**src/rtl/seq_comp.sv**
```systemverilog
// Clocked magnitude comparator: compares two WIDTH-bit operands CHUNK bits per
// cycle, MSB chunk first, with early exit and per-operation signed/unsigned mode.
module seq_comp #(
    parameter int unsigned WIDTH = 64,
    parameter int unsigned CHUNK = 16
) (
    input  logic             Clk,
    input  logic             Rst,
    input  logic             start,
    input  logic             is_signed,
    input  logic [WIDTH-1:0] a,
    input  logic [WIDTH-1:0] b,
    output logic             busy,
    output logic             done,
    output logic             eq,
    output logic             lt,
    output logic             gt
);

    localparam int unsigned NCHK  = WIDTH / CHUNK;
    localparam int unsigned IDX_W = (NCHK > 1) ? $clog2(NCHK) : 1;
    localparam logic [IDX_W-1:0] TOP_IDX  = IDX_W'(NCHK - 1);
    localparam logic [CHUNK-1:0] MSB_FLIP = CHUNK'(1) << (CHUNK - 1);

    generate
        if ((WIDTH % CHUNK) != 0) begin : g_bad_chunk
            $error("seq_comp: WIDTH must be a multiple of CHUNK");
        end
    endgenerate

    typedef enum logic {IDLE, SCAN} state_t;

    state_t           state_q, state_d;
    logic [IDX_W-1:0] idx_q, idx_d;
    logic [WIDTH-1:0] a_q, a_d, b_q, b_d;
    logic             sgn_q, sgn_d;
    logic             busy_d, done_d, eq_d, lt_d, gt_d;
    logic [CHUNK-1:0] ca, cb;

    // Next-state, datapath and output logic
    always_comb begin
        state_d = state_q;
        idx_d   = idx_q;
        a_d     = a_q;
        b_d     = b_q;
        sgn_d   = sgn_q;
        busy_d  = busy;
        done_d  = 1'b0;
        eq_d    = eq;
        lt_d    = lt;
        gt_d    = gt;

        ca = a_q[32'(idx_q) * CHUNK +: CHUNK];
        cb = b_q[32'(idx_q) * CHUNK +: CHUNK];
        // Flipping the sign bit maps two's complement order onto unsigned order
        if (sgn_q && (idx_q == TOP_IDX)) begin
            ca = ca ^ MSB_FLIP;
            cb = cb ^ MSB_FLIP;
        end

        case (state_q)
            IDLE: begin
                busy_d = 1'b0;
                if (start) begin
                    a_d     = a;
                    b_d     = b;
                    sgn_d   = is_signed;
                    idx_d   = TOP_IDX;
                    busy_d  = 1'b1;
                    state_d = SCAN;
                end
            end
            SCAN: begin
                if (ca != cb) begin
                    eq_d    = 1'b0;
                    lt_d    = (ca < cb);
                    gt_d    = (ca > cb);
                    done_d  = 1'b1;
                    busy_d  = 1'b0;
                    state_d = IDLE;
                end else if (idx_q == '0) begin
                    eq_d    = 1'b1;
                    lt_d    = 1'b0;
                    gt_d    = 1'b0;
                    done_d  = 1'b1;
                    busy_d  = 1'b0;
                    state_d = IDLE;
                end else begin
                    idx_d = idx_q - IDX_W'(1);
                end
            end
            default: state_d = IDLE;
        endcase
    end

    always_ff @(posedge Clk or posedge Rst) begin
        if (Rst) begin
            state_q <= IDLE;
            idx_q   <= '0;
            a_q     <= '0;
            b_q     <= '0;
            sgn_q   <= 1'b0;
            busy    <= 1'b0;
            done    <= 1'b0;
            eq      <= 1'b0;
            lt      <= 1'b0;
            gt      <= 1'b0;
        end else begin
            state_q <= state_d;
            idx_q   <= idx_d;
            a_q     <= a_d;
            b_q     <= b_d;
            sgn_q   <= sgn_d;
            busy    <= busy_d;
            done    <= done_d;
            eq      <= eq_d;
            lt      <= lt_d;
            gt      <= gt_d;
        end
    end

endmodule

```
**config.mk**
```make
export PLATFORM = sky130hd
export DESIGN_NAME = seq_comp
export DESIGN_NICKNAME = d
export VERILOG_FILES = /design/src/rtl/seq_comp.sv
export SDC_FILE = /design/constraint.sdc
export NUM_CORES = 1
export LEC_CHECK = 0
export CAP_MARGIN = 10
export CORE_MARGIN = 4
export CORE_UTILIZATION = 50
export CTS_CLUSTER_DIAMETER = 150
export CTS_CLUSTER_SIZE = 28
export DETAILED_ROUTE_END_ITERATION = 8
export GPL_TIMING_DRIVEN = 1
export PLACE_DENSITY = 0.88
export SLEW_MARGIN = 20
export SYNTH_ARGS = -nofsm -noshare
export SYNTH_HDL_FRONTEND = slang
export SYNTH_SLANG_ARGS = --single-unit
```
**constraint.sdc**
```tcl
create_clock -name Clk -period 5.8 [get_ports Clk]
set_clock_uncertainty 0.2 [all_clocks]
set_input_delay 1.16 -clock Clk [delete_from_list [all_inputs] [get_ports Clk]]
set_output_delay 1.16 -clock Clk [all_outputs]
set_load 0.05 [all_outputs]
```
==> results.md, run 1 <==
* Largest net degree at the start of global routing at 100
* Max-Cap Viols at 0
* Starting DRT DRC Count at 210
* Footprint of the multi-input gates at 2684 µm²
* All-Layer GR Usage at 0.2048
* Final Setup Violations at 0
* CTS tree: built
* Critical path type: reg2reg
* Sequential share of the synthesized area at 0.5432
* Num Clock Sinks at 137
* H-tree levels at 4
* Period minus WS final at 3.641 ns
* Starting Density at 0.5189
* CTS Hold Bufs at 0
* First-pass DRT Iterations at 4
* Worst VDD drop at 0.1944 mV
* Crit start category: register
* Total gr overflow at 0
* Clk_lat worst skew at 0.41 ns
* Crit. End Element: register
* Synthesized Nets at 551
* Row cnt at 40
* Synth-to-layout area growth at 32.10%
* Die Span X at 120.4 µm
* Setup TNS Final at 0 ns
* N_diodes at 0
* Via/cell ratio at 5.359
* Mapped Area at 6311 µm²
* FILL cells at 868
* Synth Instances at 401
* Total CTS buffers at 17
* RSZ-0062 raised after global routing: no
* Static Leak at 0.003517 µW
* Required @ worst endpoint at 5.89 ns
* Final Hold Fails at 0
* # placed instances at 687
* Die area at 14480 µm²
* Pwr per Cell Area at 315.5 nW/µm²
* Max-slew violations at 0
* Period utilisation layout at 0.6278
* Final nets at 688
* First-pass GRT wire length at 22.73 mm
* CTS root buf: clkbuf_16
* Vias in the first global route at 4408
* Drt wl/cell at 19.19 µm
* Layout cells sized above 1 at 0.3613
* Reg area at 3431 µm²
* Fmax at 0.2746 GHz
* Layout Cells excl Fill at 716
* Total core area at 12160 µm²
* Slew Limit Headroom at 0.4188
* Post_cts resized at 0
* Routed WL at 13.74 mm
* Port bufs at 136
* Antenna violations before repair at 1
* CP Data Arrival Time at 3.73 ns
* Pin slew with the least headroom to its limit at 0.8719 ns
* Power Total at 2630 µW
* Gp weighted congestion at 0.8142
* Hold Crit Class: reg2reg
* Residual DRC at 0
* Crit Path Max Fanout at 19
* Worst-path clk slew at 0.05 ns
* CTS Buffer Depth at 2
* Vias at 3837
* Boundary Pins at 137
* Post-synthesis area per instance at 15.74 µm²
* Yosys reg bits at 137
* Final ANT Viol Nets at 0
* Post-CTS setup buffers at 0
* DPL Wire Length at 10.08 mm
* Syn. warnings at 0
* Outcome: completed
* Die Ht at 120.4 µm
* Synth unique cells at 33
==> cell usage after synthesis <==
cell / number / area share
a2111oi_0: 1 / 0.0014
a211o_1: 1 / 0.0014
a211oi_1: 1 / 0.0012
a21boi_0: 1 / 0.0012
a21o_1: 3 / 0.0036
a21oi_1: 6 / 0.0048
a21oi_2: 1 / 0.0014
and3b_1: 1 / 0.0014
buf_2: 12 / 0.0095
buf_4: 9 / 0.011
clkbuf_1: 2 / 0.0012
dfrtp_1: 137 / 0.54
ha_1: 18 / 0.036
inv_1: 19 / 0.011
mux2_2: 129 / 0.23
mux4_2: 32 / 0.11
nand2_1: 4 / 0.0024
nand2b_1: 2 / 0.0020
nand3_1: 3 / 0.0024
nand3b_1: 1 / 0.0012
nand4_1: 4 / 0.0040
nand4_2: 1 / 0.0020
nor2_1: 1 / 0.00059
nor2b_1: 2 / 0.0020
nor3_1: 1 / 0.00079
nor4_1: 1 / 0.00099
nor4_2: 1 / 0.0020
o211ai_1: 1 / 0.0012
o21ai_0: 2 / 0.0016
o21ai_1: 1 / 0.00079
or4_1: 1 / 0.0012
xnor2_1: 1 / 0.0014
xor2_1: 1 / 0.0014
==> state kept, by name, indices dropped and copies added, names as in the netlist <==
register	count
a_q	64
b_q	64
busy	1
done	1
eq	1
gt	1
idx_q	2
lt	1
sgn_q	1
state_q	1
==> logic make-up (layout without fill, tap and decap cells) <==
family	Yosys count	after routing	share of synthesized area
adder cells (fa/ha/maj)	18	18	0.03569
buffers and inverters	42	189	0.03271
multiplexers	161	161	0.3444
AO/OA/AOI/OAI	18	18	0.01844
XOR/XNOR	2	2	0.002776
flip-flops	137	137	0.5432
AND/OR/NAND/NOR	23	23	0.02280
==> per-stage QoR <==
step | cell area, µm² | hold slack, ns | setup WS [ns] | utilization
floorplan | 6311 | 0.2751 | 0.7722 | -
global placement | 7812 | 0.2849 | 2.244 | 0.6424
detailed placement | 7812 | 0.2907 | 2.102 | 0.6424
CTS | 8337 | 0.3023 | 2.089 | 0.6855
global route | 8337 | 0.3169 | 1.852 | 0.6855
finish | 8337 | 0.2975 | 2.159 | 0.6855
==> worst max-delay path, stage by stage, from the launching register on <==
cell	delay (ns)
dfrtp_2	0.74
buf_4	0.45
mux4_2	0.56
xor2_1	0.17
ha_1	0.34
nand4_2	0.16
nor4_2	0.40
nand3b_1	0.19
a211o_1	0.32
==> layout make-up <==
cell class              instances  area share
repair buffers                141      0.1693
flip-flops and latches        137      0.4115
clock inverters                 3    0.001801
multi-input cells             222      0.3219
clock buffers                  26     0.06108
inverters                      19    0.009155
well taps                     168     0.02521
==> power breakdown <==
part / leakage [µW] / total [µW] / switching (µW) / internal (µW)
sequential: 0.00160 / 1170 / 75.5 / 1100
clock: 0.000262 / 953 / 359 / 594
combinational: 0.00166 / 503 / 197 / 305
==> metal layers <==
metal,GRT usage,vias to the layer above,wire length [µm]
met4,0.04674,2,71
met1,0.2517,1968,5474
met5,0,-,7
met2,0.3551,99,7438
met3,0.06595,11,747
li1,-,1757,-
==> path summary, 6_finish.rpt <==
kind                       startpoint  endpoint  slack [ns]  cells after the start
min                           b_q[51]   b_q[51]        0.30                      1
max                          idx_q[0]  idx_q[1]        2.16                      8
max reg2reg                  idx_q[0]  idx_q[1]        2.16                      8
min reg2reg                   b_q[51]   b_q[51]        0.30                      1
max in group asynchronous         Rst   a_q[45]        3.21                      3
min in group asynchronous         Rst   a_q[40]        1.13                      2
==> cell usage in the layout (no fill, tap or decap), types with 2 or more instances in the layout <==
cell | synthesis | routed
clkbuf_8 | 0 | 5
a21o_1 | 3 | 3
inv_1 | 19 | 18
nand4_1 | 4 | 4
o21ai_0 | 2 | 2
a21oi_1 | 6 | 6
ha_1 | 18 | 18
dfrtp_1 | 137 | 135
nand2b_1 | 2 | 2
clkbuf_1 | 2 | 4
mux2_2 | 129 | 129
buf_4 | 9 | 4
nand3_1 | 3 | 3
nand2_1 | 4 | 4
clkinv_2 | 0 | 3
clkbuf_16 | 0 | 17
clkdlybuf4s50_1 | 0 | 136
mux4_2 | 32 | 32
dfrtp_2 | 0 | 2
No activity file was read; power rests on OpenSTA's default activity.
==> run 2: changes to the inputs <==
==> constraint.sdc (replaced) <==
create_clock -name Clk -period 3.8 [get_ports Clk]
set_clock_uncertainty 0.2 [all_clocks]
set_input_delay 0.76 -clock Clk [delete_from_list [all_inputs] [get_ports Clk]]
set_output_delay 0.76 -clock Clk [all_outputs]
set_load 0.05 [all_outputs]
==> run 2 against run 1 <==
  * Hold slack better by 0.0046 ns
  * Global-route usage hardly changed
  * Via count is 3.3% higher
  * Die area stayed put
  * Core utilization is 0.88 points higher
==> results.md, run 2 (synthesis gave the netlist of run 1 again) <==
* Outcome: completed
* Commonest non-fill, non-tap cell in the layout: clkdlybuf4s50_1
* Power Total at 4190 µW
* Largest net degree at the start of global routing at 72
* CTS Buffer Depth at 2
* Final ANT Viol Nets at 0
* Starting Density at 0.5189
* HP Start: a_q[54]
* Global Route met3 Usage at 0.06361
* Crit start category: register
* R2R setup slack at 0.54 ns
* Boundary Pins at 137
* Row cnt at 40
* Pin slew with the least headroom to its limit at 0.7559 ns
* Setup TNS Final at 0 ns
* Total CTS buffers at 17
* All-Layer GR Usage at 0.2052
* Worst-path clk slew at 0.06 ns
* Final nets at 692
* Hold Crit Class: reg2reg
* Starting DRT DRC Count at 238
* Met1 global-route usage at 0.2426
* Via/cell ratio at 5.480
* Die area at 14480 µm²
* Vias at 3962
* CTS tree: built
* CP Data Arrival Time at 3.35 ns
* Antenna violations before repair at 0
* Critical R2R Launch: idx_q[0]
* Crit Path Max Fanout at 19
* Vias in the first global route at 4479
* First-pass DRT Iterations at 4
* RSZ-0062 raised after global routing: no
* Post-CTS setup buffers at 0
* N_diodes at 0
* Period minus WS final at 3.259 ns
* Static Leak at 0.003558 µW
* Total gr overflow at 0
* DPL Wire Length at 10.27 mm
* Die Span X at 120.4 µm
* Period utilisation layout at 0.8575
* First-pass GRT wire length at 22.69 mm
* Slew Limit Headroom at 0.4961
* Total core area at 12160 µm²
* Pwr per Cell Area at 496.1 nW/µm²
* Num Clock Sinks at 137
* Final Hold Fails at 0
* Max-Cap Viols at 0
* GRT busiest layer: met2
* Worst VDD drop at 0.4706 mV
* Max-slew violations at 0
* Fmax at 0.3069 GHz
* Post_cts resized at 0
* Crit. End Element: register
* Routed WL at 14.08 mm
* Clk_lat worst skew at 0.41 ns
* CTS root buf: clkbuf_16
* Required @ worst endpoint at 3.89 ns
* GRT met2 Usage at 0.3600
* H-tree levels at 4
* Residual DRC at 0
* Most frequent cells in the layout: 136 x clkdlybuf4s50_1, 135 x dfrtp_1, 129 x mux2_2
* Final Setup Violations at 0
* Layout cells sized above 1 at 0.3748
* Largest regs: a_q x64, b_q x64, idx_q x2
* Drt wl/cell at 19.47 µm
* Synth-to-layout area growth at 33.80%
* Crit path launch: idx_q[0]
* CTS Hold Bufs at 0
* Die Ht at 120.4 µm
* Gp weighted congestion at 0.8071
* Critical path type: reg2reg
* Port bufs at 136
-- run 2: through the flow --
step | worst slack [ns] | instance area (µm²) | cells | hold slack, ns | utilization
2_1_floorplan | 0.9680 | 6315 | 401 | 0.2751 | -
3_3_place_gp | 0.6097 | 7854 | 691 | 0.2840 | 0.6458
3_5_place_dp | 0.5215 | 7854 | 691 | 0.2910 | 0.6458
4_1_cts | 0.5115 | 8444 | 723 | 0.3073 | 0.6943
5_1_grt | 0.3008 | 8444 | 723 | 0.3149 | 0.6943
6_report | 0.5414 | 8444 | 723 | 0.3021 | 0.6943
-- run 2: layout make-up --
class	count	area, µm²
Clock inverter	11	120.1
Tap cell	168	210.2
Timing Repair Buffer	145	1454
Fill cell	815	3717
Multi-Input combinational cell	222	2684
Inverter	19	75.07
Sequential cell	137	3431
Clock buffer	21	470.5
-- run 2: report_power, final --
part	leakage, µW	internal, µW	total, µW	switching, µW
Combinational	0.00167	469	778	309
Clock	0.000285	1020	1620	606
Sequential	0.00160	1680	1790	114
Total	0.00356	3160	4190	1030
-- run 2: worst max-delay path: stages, from the launching register on --
cell and delay (ns):
dfrtp_2 0.75, buf_4 0.28, mux4_2 0.53, inv_1 0.09
ha_1 0.18, nand4_1 0.22, nor4_2 0.37, nand3b_1 0.18
a211o_1 0.33
-- run 2: worst paths after layout --
| kind | to | cells past startpoint |
|---|---|---|
| setup / recovery | idx_q[1] | 8 |
| hold / removal | a_q[54] | 1 |
| setup reg to reg | idx_q[1] | 8 |
| hold reg to reg | a_q[54] | 1 |
| max in group asynchronous | idx_q[0] | 3 |
| min in group asynchronous | a_q[25] | 2 |
-- run 2: routing by layer --
layer | vias up | share of wire
met5 | - | 0
met4 | 0 | 0.017
met3 | 20 | 0.052
met2 | 124 | 0.53
met1 | 2053 | 0.40
li1 | 1765 | -
==> run 3: changes to the inputs <==
--- a/config.mk
+++ b/config.mk
@@ -11,8 +11,9 @@
 export CTS_CLUSTER_DIAMETER = 150
 export CTS_CLUSTER_SIZE = 28
 export DETAILED_ROUTE_END_ITERATION = 8
+export DONT_BUFFER_PORTS = 1
 export GPL_TIMING_DRIVEN = 1
-export PLACE_DENSITY = 0.88
+export PLACE_DENSITY = 0.74
 export SLEW_MARGIN = 20
 export SYNTH_ARGS = -nofsm -noshare
 export SYNTH_HDL_FRONTEND = slang
==> run 3 against run 2 <==
  * Fmax grew 3.5%
  * Non-clock buffer count shrank 138
  * Hold slack lost 0.17 ns
  * Via count shrank 15%
  * Wire length shrank 8.2%
  * Flip-flop and latch count is the same
  * Critical endpoint unchanged
  * Highest routed layer is now met5
==> results.md, run 3 (synthesis gave the netlist of run 1 again) <==
* Outcome: completed
* Row cnt at 40
* Setup TNS Final at 0 ns
* Worst VDD drop at 0.4098 mV
* Met2 Routed Length at 6.805 mm
* Period utilisation layout at 0.8282
* Static Leak at 0.003042 µW
* Reg area at 3431 µm²
* Die area at 14480 µm²
* Hold Crit Class: in2async
* Commonest non-fill, non-tap cell in the layout: dfrtp_1
* Top layer in use: met5
* Most frequent cells in the layout: 135 x dfrtp_1, 129 x mux2_2, 32 x mux4_2
* Clk_lat worst skew at 0.42 ns
* CTS Buffer Depth at 2
* Max incr delay on CP at 0.65 ns
* Crit Path Max Fanout at 18
* Drt wl/cell at 22.05 µm
* Die Span X at 120.4 µm
* All-Layer GR Usage at 0.1900
* Final Setup Violations at 0
* Crit. End Element: register
* Crit start category: register
* Antenna violations before repair at 3
* Boundary Pins at 137
* Worst-path clk slew at 0.06 ns
* Critical path's top delay family: simple AND/OR/NAND/NOR gates
* Wl on met1 at 4.997 mm
* Max-slew violations at 0
* CP Data Arrival Time at 3.25 ns
* Largest regs: a_q x64, b_q x64, idx_q x2
* Starting DRT DRC Count at 150
* Total CTS buffers at 17
* Reg2reg path depth at 7
* Max-Cap Viols at 0
* Starting Density at 0.5189
* Total core area at 12160 µm²
* Footprint of the multi-input gates at 2684 µm²
* Crit path cell chain: buf_12, mux4_2, ha_1, nand4_1, nor4_2, nand3b_1, a211o_1
* Net Sw Power at 1026 µW
* Via/cell ratio at 5.742
* Post_cts resized at 0
* FILL cells at 965
* Required @ worst endpoint at 3.90 ns
* Slew Limit Headroom at 0.3717
* Met3 routed WL at 884 µm
* Port bufs at 0
* CTS tree: built
* Comb pwr share at 0.133
* Period minus WS final at 3.147 ns
* Synth-to-layout area growth at 12.99%
* Final ANT Viol Nets at 0
* Final Hold Fails at 0
* Seq pwr share at 0.437
* Gp weighted congestion at 0.7865
* Critical R2R Launch: idx_q[0]
* Total gr overflow at 0
* Vias in the first global route at 3721
* Vias at 3365
* Num Clock Sinks at 137
* Final nets at 554
* CTS Hold Bufs at 0
* First-pass DRT Iterations at 4
* Internal cell power at 3176 µW
* Post-CTS setup buffers at 0
* Sw Share at 0.2442
* RSZ-0062 raised after global routing: no
* First-pass GRT wire length at 20.51 mm
* Critical path type: reg2reg
* Layout cells sized above 1 at 0.4940
* Pin slew with the least headroom to its limit at 0.9425 ns
* Fmax at 0.3178 GHz
* R2R setup slack at 0.65 ns
* Worst path slowest cell: dfrtp_2
* Routed WL at 12.92 mm
* Residual DRC at 0
* Clock Power Share at 0.430
* DPL Wire Length at 9.358 mm
* CTS root buf: clkbuf_16
* Pwr per Cell Area at 589.3 nW/µm²
* Worst hold slack at 0.1290 ns
* H-tree levels at 4
* Largest net degree at the start of global routing at 76
* Die Ht at 120.4 µm
* Reg2reg end: idx_q[1]
* Worst path buffer plus inverter count at 1
## run 3: cell types whose count changed in the layout (fill, tap and decap cells not counted), sizes merged
cell / delta
bufinv: +3
buf: -2
clkinv: -1
inv: +1
clkdlybuf4s50: -136
clkbuf: -3
diode: +1
## run 3: how the worst max path moves through the flow
| stage | start | to | slack (ns) | cells after the start |
|---|---|---|---|---|
| 3_3_place_gp | idx_q[0] | idx_q[1] | 0.74 | 7 |
| 4_1_cts | idx_q[0] | idx_q[1] | 0.62 | 8 |
| 2_1_floorplan | idx_q[0] | lt | 0.97 | 9 |
| 5_1_grt | idx_q[0] | gt | 0.46 | 7 |
| 6_report | idx_q[0] | idx_q[1] | 0.65 | 7 |
| 3_5_place_dp | idx_q[0] | idx_q[1] | 0.64 | 7 |
## run 3: layout make-up
type / count / area share
clock inverter: 14 / 0.03106
antenna: 1 / 0.0003509
timing repair buffer: 7 / 0.01088
tap: 168 / 0.02948
sequential: 137 / 0.4811
multi-input combinational: 222 / 0.3764
clock buffer: 18 / 0.06019
inverter: 19 / 0.01053
## run 3: power by group through the flow
stage               sequential [µW]  combinational, µW  clock [µW]
floorplan                      1810                477           0
global placement               1850                542           0
detailed placement             1860                566           0
CTS                            1840                573        1840
global route                   1860                622        1920
finish                         1830                560        1810
## run 3: worst register-to-register path, cell delays in order, from the launching register on
cell and delay, ns:
dfrtp_2 0.65, buf_12 0.25, mux4_2 0.53, ha_1 0.35, nand4_1 0.20, nor4_2 0.38, nand3b_1 0.17, a211o_1 0.32
## run 3: metrics by stage
| stage | instances | setup slack, ns | area (µm²) | utilization | power (µW) |
|---|---|---|---|---|---|
| 2_1_floorplan | 401 | 0.9680 | 6315 | - | 2286 |
| 3_3_place_gp | 553 | 0.7382 | 6477 | 0.5326 | 2393 |
| 3_5_place_dp | 553 | 0.6357 | 6477 | 0.5326 | 2428 |
| 4_1_cts | 585 | 0.6235 | 7128 | 0.5861 | 4256 |
| 5_1_grt | 585 | 0.4639 | 7128 | 0.5861 | 4401 |
| 6_report | 586 | 0.6530 | 7131 | 0.5863 | 4202 |
## run 3: per-layer routing
layer  vias up  global-route usage
met5         -                   0
met4         6             0.06374
met2        87              0.3186
met1      1756              0.2193
met3        20             0.08279
li1       1496                   -
